File: src/rtl/izh_spike_decoder.sv
// Spike detector for the neuron's 2.6 voltage stream: threshold/hysteresis/refractory FSM,
// ISI measurement and a record FIFO. Optional rate window when IZH_SPIKE_DEC_RATE_EN is defined.
module izh_spike_decoder #(
    parameter int unsigned FIFO_DEPTH      = 4,
    parameter int unsigned REFRACT_SAMPLES = 2,
    parameter int unsigned BURST_ISI       = 8
`ifdef IZH_SPIKE_DEC_RATE_EN
    ,
    parameter int unsigned RATE_WINDOW     = 256
`endif
) (
    input  logic        clk,
    input  logic        rst_n,
    input  logic [7:0]  v_in,
    input  logic        v_valid,
    input  logic [7:0]  thr,
    input  logic [3:0]  hyst,
    output logic        spike,
    output logic [17:0] isi_data,
    output logic        isi_valid,
    input  logic        isi_ready,
    output logic        overflow,
    output logic [7:0]  rate,
    output logic        rate_valid
);
    localparam int unsigned PTR_W = $clog2(FIFO_DEPTH);
    localparam int unsigned CNT_W = PTR_W + 1;
    localparam int unsigned REF_W = (REFRACT_SAMPLES > 1) ? $clog2(REFRACT_SAMPLES) : 1;
    localparam logic [REF_W-1:0] REF_LAST = REF_W'(REFRACT_SAMPLES - 1);

    typedef struct packed {
        logic        first;
        logic        burst;
        logic [15:0] isi;
    } rec_t;

    // COOL is the post-spike disarmed state; it leads to REFRACT rather than ARMED.
    typedef enum logic [1:0] {
        ST_DISARM  = 2'd0,
        ST_ARMED   = 2'd1,
        ST_COOL    = 2'd2,
        ST_REFRACT = 2'd3
    } state_t;

    state_t             state_q, state_d;
    logic [REF_W-1:0]   ref_q, ref_d;
    logic signed [8:0]  v_s, thr_s, arm_s;
    logic               below_c, above_c, fire_c;

    logic [15:0]        isi_cnt_q, isi_inc_c;
    logic               first_q;
    logic               spike_q;
    logic               overflow_q;
    rec_t               rec_c;
    rec_t               mem_q [FIFO_DEPTH];
    logic [PTR_W-1:0]   wr_ptr_q, rd_ptr_q;
    logic [CNT_W-1:0]   count_q, count_d;
    logic               valid_q;
    logic               pop_c, full_c, push_ok_c, drop_c;

    assign v_s     = {v_in[7], v_in};
    assign thr_s   = {thr[7], thr};
    assign arm_s   = thr_s - $signed({5'b0, hyst});
    assign below_c = v_s < arm_s;
    assign above_c = v_s >= thr_s;

    // Detector state register
    always_ff @(posedge clk) begin
        if (!rst_n) begin
            state_q <= ST_DISARM;
            ref_q   <= '0;
        end else begin
            state_q <= state_d;
            ref_q   <= ref_d;
        end
    end

    // Detector next state; only valid samples advance it
    always_comb begin
        state_d = state_q;
        ref_d   = ref_q;
        fire_c  = 1'b0;
        if (v_valid) begin
            unique case (state_q)
                ST_DISARM: if (below_c) state_d = ST_ARMED;
                ST_ARMED: begin
                    if (above_c) begin
                        fire_c  = 1'b1;
                        state_d = ST_COOL;
                    end
                end
                ST_COOL: begin
                    if (below_c) begin
                        if (REFRACT_SAMPLES == 0) begin
                            state_d = ST_ARMED;
                        end else begin
                            state_d = ST_REFRACT;
                            ref_d   = '0;
                        end
                    end
                end
                ST_REFRACT: begin
                    if (ref_q == REF_LAST) state_d = ST_ARMED;
                    else                   ref_d   = ref_q + 1'b1;
                end
                default: state_d = ST_DISARM;
            endcase
        end
    end

    // Record assembly and FIFO control
    always_comb begin
        isi_inc_c = (isi_cnt_q == 16'hFFFF) ? 16'hFFFF : isi_cnt_q + 16'd1;
        rec_c.isi   = isi_inc_c;
        rec_c.first = first_q;
        rec_c.burst = !first_q && (32'(isi_inc_c) <= BURST_ISI);
        pop_c     = valid_q && isi_ready;
        full_c    = count_q == CNT_W'(FIFO_DEPTH);
        push_ok_c = fire_c && (!full_c || pop_c);
        drop_c    = fire_c && full_c && !pop_c;
        count_d   = count_q;
        unique case ({push_ok_c, pop_c})
            2'b10:   count_d = count_q + 1'b1;
            2'b01:   count_d = count_q - 1'b1;
            default: count_d = count_q;
        endcase
    end

    always_ff @(posedge clk) begin
        if (!rst_n) begin
            isi_cnt_q  <= '0;
            first_q    <= 1'b1;
            spike_q    <= 1'b0;
            overflow_q <= 1'b0;
            wr_ptr_q   <= '0;
            rd_ptr_q   <= '0;
            count_q    <= '0;
            valid_q    <= 1'b0;
            for (int i = 0; i < FIFO_DEPTH; i++) mem_q[i] <= '0;
        end else begin
            spike_q <= fire_c;
            if (v_valid) isi_cnt_q <= fire_c ? 16'd0 : isi_inc_c;
            if (fire_c) first_q <= 1'b0;
            if (drop_c) overflow_q <= 1'b1;
            if (push_ok_c) begin
                mem_q[wr_ptr_q] <= rec_c;
                wr_ptr_q        <= wr_ptr_q + 1'b1;
            end
            if (pop_c) rd_ptr_q <= rd_ptr_q + 1'b1;
            count_q <= count_d;
            valid_q <= count_d != '0;
        end
    end

    assign spike     = spike_q;
    assign overflow  = overflow_q;
    assign isi_valid = valid_q;
    assign isi_data  = mem_q[rd_ptr_q];

`ifdef IZH_SPIKE_DEC_RATE_EN
    localparam int unsigned WIN_W = (RATE_WINDOW > 1) ? $clog2(RATE_WINDOW) : 1;
    localparam logic [WIN_W-1:0] WIN_LAST = WIN_W'(RATE_WINDOW - 1);

    logic [WIN_W-1:0] win_q;
    logic [7:0]       spk_cnt_q, spk_inc_c, rate_q;
    logic             rate_valid_q;

    assign spk_inc_c = (fire_c && spk_cnt_q != 8'hFF) ? spk_cnt_q + 8'd1 : spk_cnt_q;

    // Window counter; the closing sample's spike is included in the published count
    always_ff @(posedge clk) begin
        if (!rst_n) begin
            win_q        <= '0;
            spk_cnt_q    <= '0;
            rate_q       <= '0;
            rate_valid_q <= 1'b0;
        end else begin
            rate_valid_q <= 1'b0;
            if (v_valid) begin
                if (win_q == WIN_LAST) begin
                    rate_q       <= spk_inc_c;
                    rate_valid_q <= 1'b1;
                    spk_cnt_q    <= '0;
                    win_q        <= '0;
                end else begin
                    win_q     <= win_q + 1'b1;
                    spk_cnt_q <= spk_inc_c;
                end
            end
        end
    end

    assign rate       = rate_q;
    assign rate_valid = rate_valid_q;
`else
    assign rate       = 8'd0;
    assign rate_valid = 1'b0;
`endif

endmodule

File: config.mk
export PLATFORM = sky130hd
export DESIGN_NAME = izh_spike_decoder
export DESIGN_NICKNAME = d
export VERILOG_FILES = /design/src/rtl/izh_spike_decoder.sv
export SDC_FILE = /design/constraint.sdc
export NUM_CORES = 1
export LEC_CHECK = 0
export CAP_MARGIN = 20
export CORE_ASPECT_RATIO = 0.5
export CORE_MARGIN = 2
export CORE_UTILIZATION = 31
export DETAILED_ROUTE_END_ITERATION = 10
export PLACE_DENSITY = 0.55
export SLEW_MARGIN = 20
export SYNTH_ARGS = -nofsm -noshare
export SYNTH_HDL_FRONTEND = slang
export SYNTH_SLANG_ARGS = --single-unit
File: constraint.sdc
create_clock -name clk -period 3.9 [get_ports clk]
set_input_delay 1.17 -clock clk [delete_from_list [all_inputs] [get_ports clk]]
set_output_delay 1.17 -clock clk [all_outputs]
set_load 0.02 [all_outputs]
* Yosys cells after proc, flatten, opt, wreduce, memory -nomap -nowiden
Memories as Yosys holds them, arrays and structs flattened. A register that Yosys moved wholly into a read port is not among the register bits. Index checks and enable logic that the tools add are counted. Widths: inputs -> output; s select.
Operators by class: add/sub/neg operators 7, magnitude comparators 3, equality and inequality tests 11, mux-type cells 23, reduce and logical (&&, ||, !) cells 15
Operators by type and width (count):
- $mux 16 | 2
- $mux 18 | 1
- $reduce_or 18->1 | 1
- $add 16x1->16 const B | 1
- $eq 16x16->1 const B | 1
- $le 16x4->1 const B | 1
- $mux 2 | 7
- $mux 1 | 10
- $lt 8x9->1 | 1
- $sub 8x5->9 | 1
- $ge 8x8->1 | 1
- $ne 2x2->1 const B | 4
- $pmux 2 s4 | 1
- $eq 2x2->1 const B | 3
- $pmux 3 s2 | 1
- $logic_and 1x1->1 | 5
- $reduce_and 5->1 | 1
- $add 2x1->2 const B | 2
- $eq 2x1->1 const B | 2
- $add 3x1->3 const B | 1
- $eq 3x3->1 const B | 1
- $logic_not 1->1 | 3
- $reduce_and 3->1 | 1
- $reduce_bool 3->1 | 1
- other kinds (6) | 6
Word-level totals: flip-flop bits (word level) 30, memory bits (writable) 72, input port bits 24, output and inout bits 30, word-level logic and storage cells 70, memories kept 1
Memory list:
- mem_q | words 4, bits a word 18, read ports 1, clocked after Yosys merged registers in 1, write ports 4, line 55 | rec_t mem_q [FIFO_DEPTH];

* Depth between registers and ports, before layout
Gate-level depths: netlist of the first run.
depth after elaboration 10, gate-level depth with buffers 15

* Worst setup path before layout of the first run
Ideal clock, no wire load.
path type input -> register, from input port thr[7], to memory mem_q[3][0] in the netlist's numbering, enable pin, arrival 3.540 ns, data required time 3.482 ns, path slack -0.058 ns, stages on the path 6, buffers on the path 0, path through inv_1 > ha_1 > nand3_2 > o21ai_0 > o211ai_1 > o21ai_0
RTL lines:
- start: declaration | line 16 | input logic [7:0] thr,
- end: declaration | line 55

* Final worst setup path of the first run
from input port v_in[0], to register valid_q, in the netlist isi_valid
Between the ends: cells in the longest elaborated chain, start to end 8, elaborated cells on any way between the ends 9, those cells by class order compare: 1; eq/ne: 2; mux: 4; reduce/logical: 2
RTL lines:
- start: declaration | line 14 | input logic [7:0] v_in,
- $ge 8x8->1 * | line 65 | assign above_c = v_s >= thr_s;
- $mux 1 * | line 87 | if (above_c) begin
- $mux 1 * | line 84 | unique case (state_q)
- $mux 1 * | line 83 | if (v_valid) begin
- $logic_and 1x1->1 * | line 119 | push_ok_c = fire_c && (!full_c || pop_c);
- $eq 2x1->1 or $eq 2x2->1 (tied branches) | line 122 | unique case ({push_ok_c, pop_c})
- $pmux 3 s2 * | line 122
- $reduce_bool 3->1 * | line 151 | valid_q <= count_d != '0;
- end signal: assignment | line 138 | valid_q <= 1'b0;
- end signal: assignment | line 151
- end: declaration | line 58 | logic valid_q;
Every way passes the cells marked *; elsewhere a longest branch is shown, timed or not. A chain may end at the register's enable or synchronous reset.

==> results of run 1 <==
state kept, by name, summed over array words and instances, names as in the netlist, named ones only:
register	count
mem_q	72
first_q	1
wr_ptr_q	2
state_q	2
spike	1
rd_ptr_q	2
isi_cnt_q	16
overflow	1
count_q	3
isi_valid	1
ref_q	1
routing by layer:
metal | track usage [%] | up-vias | part of all wire [%]
met5 | 0 | - | 0
met4 | 3.905 | 0 | 1.3
met3 | 2.645 | 12 | 4.1
met2 | 23.49 | 73 | 48
met1 | 17.80 | 1927 | 47
li1 | - | 1964 | -
per-stage QoR:
stage	std cells	setup TNS, ns	total power (uW)
2_1_floorplan	511	0	1662
3_3_place_gp	810	-1.368	1900
3_5_place_dp	810	-1.828	1906
4_1_cts	826	0	2769
5_1_grt	829	-0.001089	2894
6_report	829	0	2761
area by class of cell:
cell class	instances	area (sq um)	area share [%]
clock inverter	7	62.56	0.8859
tap	234	292.8	4.146
timing repair buffer	96	903.4	12.79
clock buffer	9	225.2	3.189
multi-input combinational	344	2644	37.44
sequential	104	2803	39.69
inverter	35	131.4	1.860
worst min-delay path by stage:
stage	startpoint	to	slack, ns
floorplan	ref_q	ref_q	0.49
global placement	overflow	overflow	0.46
detailed placement	overflow	overflow	0.47
CTS	overflow	overflow	0.48
global route	overflow	overflow	0.50
finish	overflow	overflow	0.47
cells in the mapped netlist, types with 4 or more instances:
cell type,instances
sky130_fd_sc_hd__nor2b_1,4
sky130_fd_sc_hd__o31ai_1,4
sky130_fd_sc_hd__clkbuf_1,8
sky130_fd_sc_hd__mux4_2,18
sky130_fd_sc_hd__o21a_1,6
sky130_fd_sc_hd__nor3_1,12
sky130_fd_sc_hd__nand2_1,16
sky130_fd_sc_hd__nand3_1,9
sky130_fd_sc_hd__and2_1,24
sky130_fd_sc_hd__edfxtp_1,72
sky130_fd_sc_hd__xnor2_1,16
sky130_fd_sc_hd__buf_2,9
sky130_fd_sc_hd__inv_1,35
sky130_fd_sc_hd__a21oi_1,13
sky130_fd_sc_hd__ha_1,26
sky130_fd_sc_hd__nand2b_1,8
sky130_fd_sc_hd__nor2_1,91
sky130_fd_sc_hd__mux2i_1,6
sky130_fd_sc_hd__xor2_1,4
sky130_fd_sc_hd__o22ai_1,18
sky130_fd_sc_hd__dfxtp_1,32
sky130_fd_sc_hd__o211ai_1,6
sky130_fd_sc_hd__buf_4,10
sky130_fd_sc_hd__o21ai_0,11
timing repair:
item,in CTS,in global routing
gates cloned,0,0
setup buffers,0,3
endpoints found under the hold margin,0,0
setup endpoints to repair,1,4
gates resized for setup,3,20
pin swaps,0,20
hold buffers,0,0
worst max-delay path, cell delays in order:
cell,delay [ns]
sky130_fd_sc_hd__clkdlybuf4s50_1,0.48
sky130_fd_sc_hd__inv_1,0.05
sky130_fd_sc_hd__ha_1,0.27
sky130_fd_sc_hd__nand2b_4,0.12
sky130_fd_sc_hd__a2111oi_4,0.07
sky130_fd_sc_hd__or4_4,0.55
sky130_fd_sc_hd__nand2_2,0.09
sky130_fd_sc_hd__nor2_2,0.04
sky130_fd_sc_hd__fa_1,0.47
sky130_fd_sc_hd__nand2b_1,0.17
sky130_fd_sc_hd__nor2_1,0.12
sky130_fd_sc_hd__a21oi_1,0.06
sky130_fd_sc_hd__o211ai_1,0.20
sky130_fd_sc_hd__o211ai_1,0.11
cells by family (layout without fill, tap and decap cells):
kind of cell	Yosys count	in the layout	synth area share, %
xor gates and xnor gates	20	20	3.112
other	1	9	0.06662
DFF	104	104	49.79
buffers and inverters	63	147	5.068
muxes	27	27	9.113
adders and majority gates	28	28	6.490
AOI/OAI and AO/OA	72	72	8.980
and+or+nand+nor	188	188	17.38
report_power, final:
part / internal, uW / total [uW] / switching [uW]
Sequential: 1230 / 1270 / 36.5
Clock: 446 / 860 / 413
Combinational: 322 / 633 / 311
==> flow_summary.rst, run 1 <==
.. list-table::
   :header-rows: 1

   * - Metric
     - Value
   * - Total of flip-flops plus latches after synthesis
     - 104
   * - Synthesis warning total
     - 0
   * - Mapped Avg Cell Area
     - 11.19 sq um
   * - DPL Wire Length
     - 8.512 mm
   * - Filler Cells Inserted
     - 1719
   * - Port bufs
     - 44
   * - Number of iterations in the first detailed-routing pass
     - 4
   * - Number of failing hold endpoints at the final stage
     - 0
   * - Worst setup margin
     - 0.1675 ns
   * - Post-DRT Antenna Nets
     - 0
   * - Period utilization
     - 95.71%
   * - Final design instance area without fill
     - 7062 sq um
   * - TritonCTS sink count
     - 104
   * - Outcome
     - finished clean
   * - Number of synthesized flops with an enable pin
     - 72
   * - Source of the critical timing path
     - v_in[0]
   * - Max Clk Rate
     - 267.9 MHz
   * - Sequential-to-total area share from yosys stat
     - 49.79%
   * - Leakage
     - 0.002588 uW
   * - Startpoint type of the worst setup path
     - input port
   * - Total standard cell area after synthesis
     - 5629 sq um
   * - Fin Hold WS
     - 0.4727 ns
   * - Core region area
     - 17570 sq um
   * - Worst vdd rail ir drop
     - 0.0001867 V
   * - Iteration-0 DRC count of the detailed router
     - 281
   * - Total power density per cell area
     - 391.0 nW/um^2
   * - TritonCTS clock tree
     - yes
   * - Routed length per placed instance
     - 14.96 um
   * - Initial antenna violation count
     - 0
   * - First-pass GRT wire length
     - 20.68 mm
   * - Worst EP required
     - 4.12 ns
   * - Largest fanout on the critical path
     - 2
   * - Most common library cell in the layout ignoring fill and taps
     - sky130_fd_sc_hd__nor2_1
   * - Setup slack, reg-to-reg
     - 1.12 ns
   * - Share of the core filled with cells
     - 40.19%
   * - Number of buffers on the longest clock path
     - 2
   * - Worst Reg2Reg Path Length in Cells
     - 7
   * - Aggregate global-route resource usage
     - 13.69%
   * - Routed via count
     - 3976
   * - Area delta synth->final
     - 25.45%
   * - DRC violation count after routing
     - 0
   * - Clock-pin slew reported for the worst setup and hold paths after clock tree synthesis
     - 0.07 ns
   * - Boundary pin count
     - 54
   * - Via count of the first global-routing pass
     - 4069
   * - Destination of the critical timing path
     - isi_valid
   * - Endpoint type of the worst setup path
     - register
   * - Number of max-cap violations
     - 0
   * - Dominant synthesized flop cell
     - sky130_fd_sc_hd__edfxtp_1
   * - Measured slew at the worst slew-check pin
     - 0.7296 ns
   * - Number of cells produced by synthesis
     - 503
   * - Largest net degree at the start of global routing
     - 39
   * - Global placement routability congestion
     - 0.7967
   * - Max_slew headroom
     - 51.13%
   * - Clk Latency, worst-skew pair
     - 0.35 ns
   * - Async set-reset flop share out of synthesis
     - 0%
   * - Commonest cells after routing, fill and taps aside
     - 90 x sky130_fd_sc_hd__nor2_1, 72 x sky130_fd_sc_hd__edfxtp_1, 47 x sky130_fd_sc_hd__buf_4, 40 x sky130_fd_sc_hd__clkdlybuf4s50_1, 35 x sky130_fd_sc_hd__inv_1
   * - Startpoint of the most critical register-to-register path
     - isi_cnt_q[1]
   * - Number of cells on the worst hold path
     - 1
   * - Dominant cells by area after synthesis
     - sky130_fd_sc_hd__edfxtp_1 38%, sky130_fd_sc_hd__dfxtp_1 11%, sky130_fd_sc_hd__mux4_2 7.2%
   * - Total number of nets in the final design
     - 642
   * - Detailed-route vias per instance
     - 4.796
   * - Wire length after detailed routing
     - 12.40 mm
   * - Total grt overflow
     - 0
   * - Class of the tightest hold or removal check
     - reg -> reg
   * - Skew final
     - 0.008368 ns
   * - Kind of critical path
     - in -> reg
   * - Layout cells sized above 1
     - 20.67%
   * - Final setup vio count
     - 0
   * - Antenna fix cells
     - 0
   * - Min Tclk post-route
     - 3.733 ns
   * - Slew Viols, Final
     - 0
   * - Area enclosed by the die boundary
     - 19320 sq um
   * - Biggest area consumer among synthesized cells
     - sky130_fd_sc_hd__edfxtp_1
   * - Crit Reg-Reg Endpoint
     - mem_q[1][16]
   * - Clock root buffer
     - sky130_fd_sc_hd__clkbuf_16
   * - Number of levels in the clock H-tree
     - 3
   * - Die Y
     - 99.29 um
   * - Cell variety after synth
     - 56
   * - Area share of the largest cell type after synthesis
     - 38.41%
   * - Total number of placement rows
     - 34
   * - Number of buffers added by the clock tree synthesis step
     - 9
   * - Worst setup slack before clock tree synthesis
     - -0.3821 ns
   * - Post-placement cell area
     - 6669 sq um
   * - Width of the die
     - 194.6 um
   * - Starting density of the core
     - 32.04%
   * - Critical path arrival
     - 3.95 ns
Power figures use the tool's default switching activity.
==> inputs of run 2 (changes only) <==
- ABC_CLOCK_PERIOD_IN_PS: not set -> 3900
==> results of run 2 <==
Final layout, timing and power as in run 1 (identical DEF).
==> inputs of run 3 (changes only) <==
- CORE_ASPECT_RATIO: 0.5 -> 1.2
- CTS_CLUSTER_SIZE: not set -> 25
==> flow_summary.rst, run 3 (synthesis results as in run 1) <==
.. list-table::
   :header-rows: 1

   * - Metric
     - Value
   * - Outcome
     - finished clean (unchanged)
   * - Largest register FFs
     - 72 (unchanged)
   * - Worst Reg2Reg Path Length in Cells
     - 7 (unchanged)
   * - Via count of the first global-routing pass
     - 4028 (was 4069)
   * - Biggest regs
     - mem_q: 72 flops, isi_cnt_q: 16 flops, count_q: 3 flops (unchanged)
   * - Core region area
     - 17970 sq um (was 17570 sq um)
   * - Filler Cells Inserted
     - 1733 (was 1719)
   * - Combinational group share of total power
     - 21.5% (was 22.9%)
   * - Worst vdd rail ir drop
     - 0.0002099 V (was 0.0001867 V)
   * - Register containing the most flip-flops in the final layout
     - mem_q (unchanged)
   * - Reg power frac
     - 45.2% (was 45.9%)
   * - Area delta synth->final
     - 24.38% (was 25.45%)
   * - Kind of critical path
     - in -> reg (unchanged)
   * - Startpoint of the most critical register-to-register path
     - isi_cnt_q[1] (unchanged)
   * - TritonCTS sink count
     - 104 (unchanged)
   * - Min Tclk post-route
     - 3.728 ns (was 3.733 ns)
   * - Die Y
     - 151.6 um (was 99.29 um)
   * - Most common library cell in the layout ignoring fill and taps
     - sky130_fd_sc_hd__nor2_1 (unchanged)
   * - Commonest cells after routing, fill and taps aside
     - 90 x sky130_fd_sc_hd__nor2_1, 72 x sky130_fd_sc_hd__edfxtp_1, 40 x sky130_fd_sc_hd__clkdlybuf4s50_1, 37 x sky130_fd_sc_hd__buf_4, 34 x sky130_fd_sc_hd__inv_1 (was 90 x sky130_fd_sc_hd__nor2_1, 72 x sky130_fd_sc_hd__edfxtp_1, 47 x sky130_fd_sc_hd__buf_4, 40 x sky130_fd_sc_hd__clkdlybuf4s50_1, 35 x sky130_fd_sc_hd__inv_1)
   * - DRC violation count after routing
     - 0 (unchanged)
   * - Iteration-0 DRC count of the detailed router
     - 251 (was 281)
   * - Post-DRT Antenna Nets
     - 0 (unchanged)
   * - Max_slew headroom
     - 45.14% (was 51.13%)
   * - Slew Viols, Final
     - 0 (unchanged)
   * - Number of cells on the worst hold path
     - 1 (unchanged)
   * - Largest net degree at the start of global routing
     - 39 (unchanged)
   * - End of the worst hold path
     - overflow (unchanged)
   * - Starting density of the core
     - 31.32% (was 32.04%)
   * - Worst EP required
     - 4.15 ns (was 4.12 ns)
   * - Initial antenna violation count
     - 0 (unchanged)
   * - Clock-pin slew reported for the worst setup and hold paths after clock tree synthesis
     - 0.07 ns (about the same)
   * - Worst setup slack before clock tree synthesis
     - -0.4249 ns (was -0.3821 ns)
   * - Clk Latency, worst-skew pair
     - 0.35 ns (about the same)
   * - First-pass GRT wire length
     - 20.02 mm (was 20.68 mm)
   * - Layout cells sized above 1
     - 19.32% (was 20.67%)
   * - Aggregate global-route resource usage
     - 13.25% (was 13.69%)
   * - Leakage
     - 0.002545 uW (was 0.002588 uW)
   * - Switching share of total power
     - 27.18% (was 27.56%)
   * - Power dissipated by switching net loads
     - 763.0 uW (was 761.0 uW)
   * - Skew final
     - 0.01112 ns (was 0.008368 ns)
   * - Aggregate negative setup slack
     - 0 ns (unchanged)
   * - Width of the die
     - 127.0 um (was 194.6 um)
   * - Total power density per cell area
     - 400.9 nW/um^2 (was 391.0 nW/um^2)
   * - Multi-input gate area
     - 2653 sq um (was 2644 sq um)
   * - Total number of nets in the final design
     - 632 (was 642)
   * - Cell internal power dissipation
     - 2044 uW (was 2000 uW)
   * - Largest fanout on the critical path
     - 3 (was 2)
   * - Worst setup margin
     - 0.1723 ns (was 0.1675 ns)
   * - TritonCTS clock tree
     - yes (unchanged)
   * - Measured slew at the worst slew-check pin
     - 0.8191 ns (was 0.7296 ns)
   * - Final setup vio count
     - 0 (unchanged)
   * - Clock root buffer
     - sky130_fd_sc_hd__clkbuf_16 (unchanged)
   * - Port bufs
     - 44 (unchanged)
   * - Crit Reg-Reg Endpoint
     - mem_q[1][16] (unchanged)
   * - Total grt overflow
     - 0 (unchanged)
   * - Routed via count
     - 3943 (was 3976)
   * - Endpoint type of the worst setup path
     - register (unchanged)
   * - Startpoint type of the worst setup path
     - input port (unchanged)
   * - Number of buffers on the longest clock path
     - 2 (unchanged)
   * - Total number of placement rows
     - 54 (was 34)
   * - Number of levels in the clock H-tree
     - 3 (unchanged)
   * - Number of failing hold endpoints at the final stage
     - 0 (unchanged)
   * - DPL Wire Length
     - 8.581 mm (was 8.512 mm)
   * - Area enclosed by the die boundary
     - 19260 sq um (was 19320 sq um)
   * - Boundary pin count
     - 54 (unchanged)
   * - Global placement routability congestion
     - 0.8259 (was 0.7967)
   * - Routed length per placed instance
     - 15.31 um (was 14.96 um)
   * - Period utilization
     - 95.58% (was 95.71%)
   * - Start point of the worst hold path
     - overflow (unchanged)
   * - Wire length after detailed routing
     - 12.39 mm (was 12.40 mm)
   * - Class of the tightest hold or removal check
     - reg -> reg (unchanged)
   * - Number of iterations in the first detailed-routing pass
     - 4 (unchanged)
   * - Max Clk Rate
     - 268.3 MHz (was 267.9 MHz)
   * - Number of max-cap violations
     - 0 (unchanged)
   * - Setup slack, reg-to-reg
     - 1.12 ns (about the same)
   * - Register area
     - 2803 sq um (unchanged)
   * - Number of buffers added by the clock tree synthesis step
     - 9 (unchanged)
   * - Clock share of power
     - 33.3% (was 31.1%)
   * - Detailed-route vias per instance
     - 4.874 (was 4.796)
   * - Antenna fix cells
     - 0 (unchanged)
   * - Critical path arrival
     - 3.97 ns (was 3.95 ns)
## run 3: worst max-delay path: stages
cell                              delay (ns)
sky130_fd_sc_hd__clkdlybuf4s50_1        0.53
sky130_fd_sc_hd__ha_4                   0.23
sky130_fd_sc_hd__nor2b_1                0.12
sky130_fd_sc_hd__o21ai_1                0.11
sky130_fd_sc_hd__nand2b_1               0.12
sky130_fd_sc_hd__nor3_2                 0.23
sky130_fd_sc_hd__a21oi_1                0.11
sky130_fd_sc_hd__ha_1                   0.32
sky130_fd_sc_hd__nor3b_4                0.23
sky130_fd_sc_hd__o211ai_1               0.14
sky130_fd_sc_hd__o21ai_2                0.17
sky130_fd_sc_hd__o211ai_1               0.17
sky130_fd_sc_hd__mux2i_1                0.16
sky130_fd_sc_hd__and2_1                 0.16
## run 3: how the worst max path moves through the flow
stage / start / end / slack [ns] / depth (start not counted)
after floorplan: v_in[0] / isi_valid / 0.25 / 13
after global placement: hyst[1] / state_q[0] / -0.32 / 16
after detailed placement: hyst[1] / state_q[0] / -0.42 / 16
after CTS: hyst[1] / state_q[0] / 0.02 / 16
after global routing: thr[2] / state_q[0] / -0.005 / 14
final: thr[2] / state_q[0] / 0.17 / 14
## run 3: area by class of cell
cell class | count | area share, %
clock buffer | 10 | 3.270
clock inverter | 6 | 1.108
inverter | 35 | 1.876
multi-input combinational | 344 | 37.88
sequential | 104 | 40.03
tap | 224 | 4.003
timing repair buffer | 86 | 11.83
## run 3: timing repair
item,4_1_cts,5_1_grt
pin swaps,0,18
endpoints found under the setup margin,2,4
resized for setup,1,25
setup buffers,0,2
cloned,0,0
hold buffers,0,0
## run 3: through the flow
stage / std cells / total power [uW] / hold WS [ns] / area [sq um] / utilization, %
finish: 809 / 2807 / 0.4856 / 7002 / 38.96
global route: 809 / 2930 / 0.5085 / 7002 / 38.96
CTS: 807 / 2820 / 0.4909 / 6895 / 38.37
detailed placement: 791 / 1887 / 0.4683 / 6589 / 36.66
global placement: 791 / 1872 / 0.4557 / 6589 / 36.66
floorplan: 511 / 1662 / 0.4868 / 5659 / -
## run 3: layer usage
layer  part of all wire (%)  global-route usage, %  routed length (um)  up-vias
li1                       -                      -                   -     1941
met1                     43                  15.59                5292     1897
met2                     52                  24.52                6383       88
met3                    3.9                  1.791                 486       17
met4                    1.8                  5.110                 225        0
met5                      0                      0                   0        -
## run 3: power groups by stage
stage	registers [uW]	logic, uW	clock network [uW]
floorplan	1290	371	0
global placement	1290	582	0
detailed placement	1290	593	0
CTS	1270	594	957
global route	1270	661	994
finish	1270	605	935
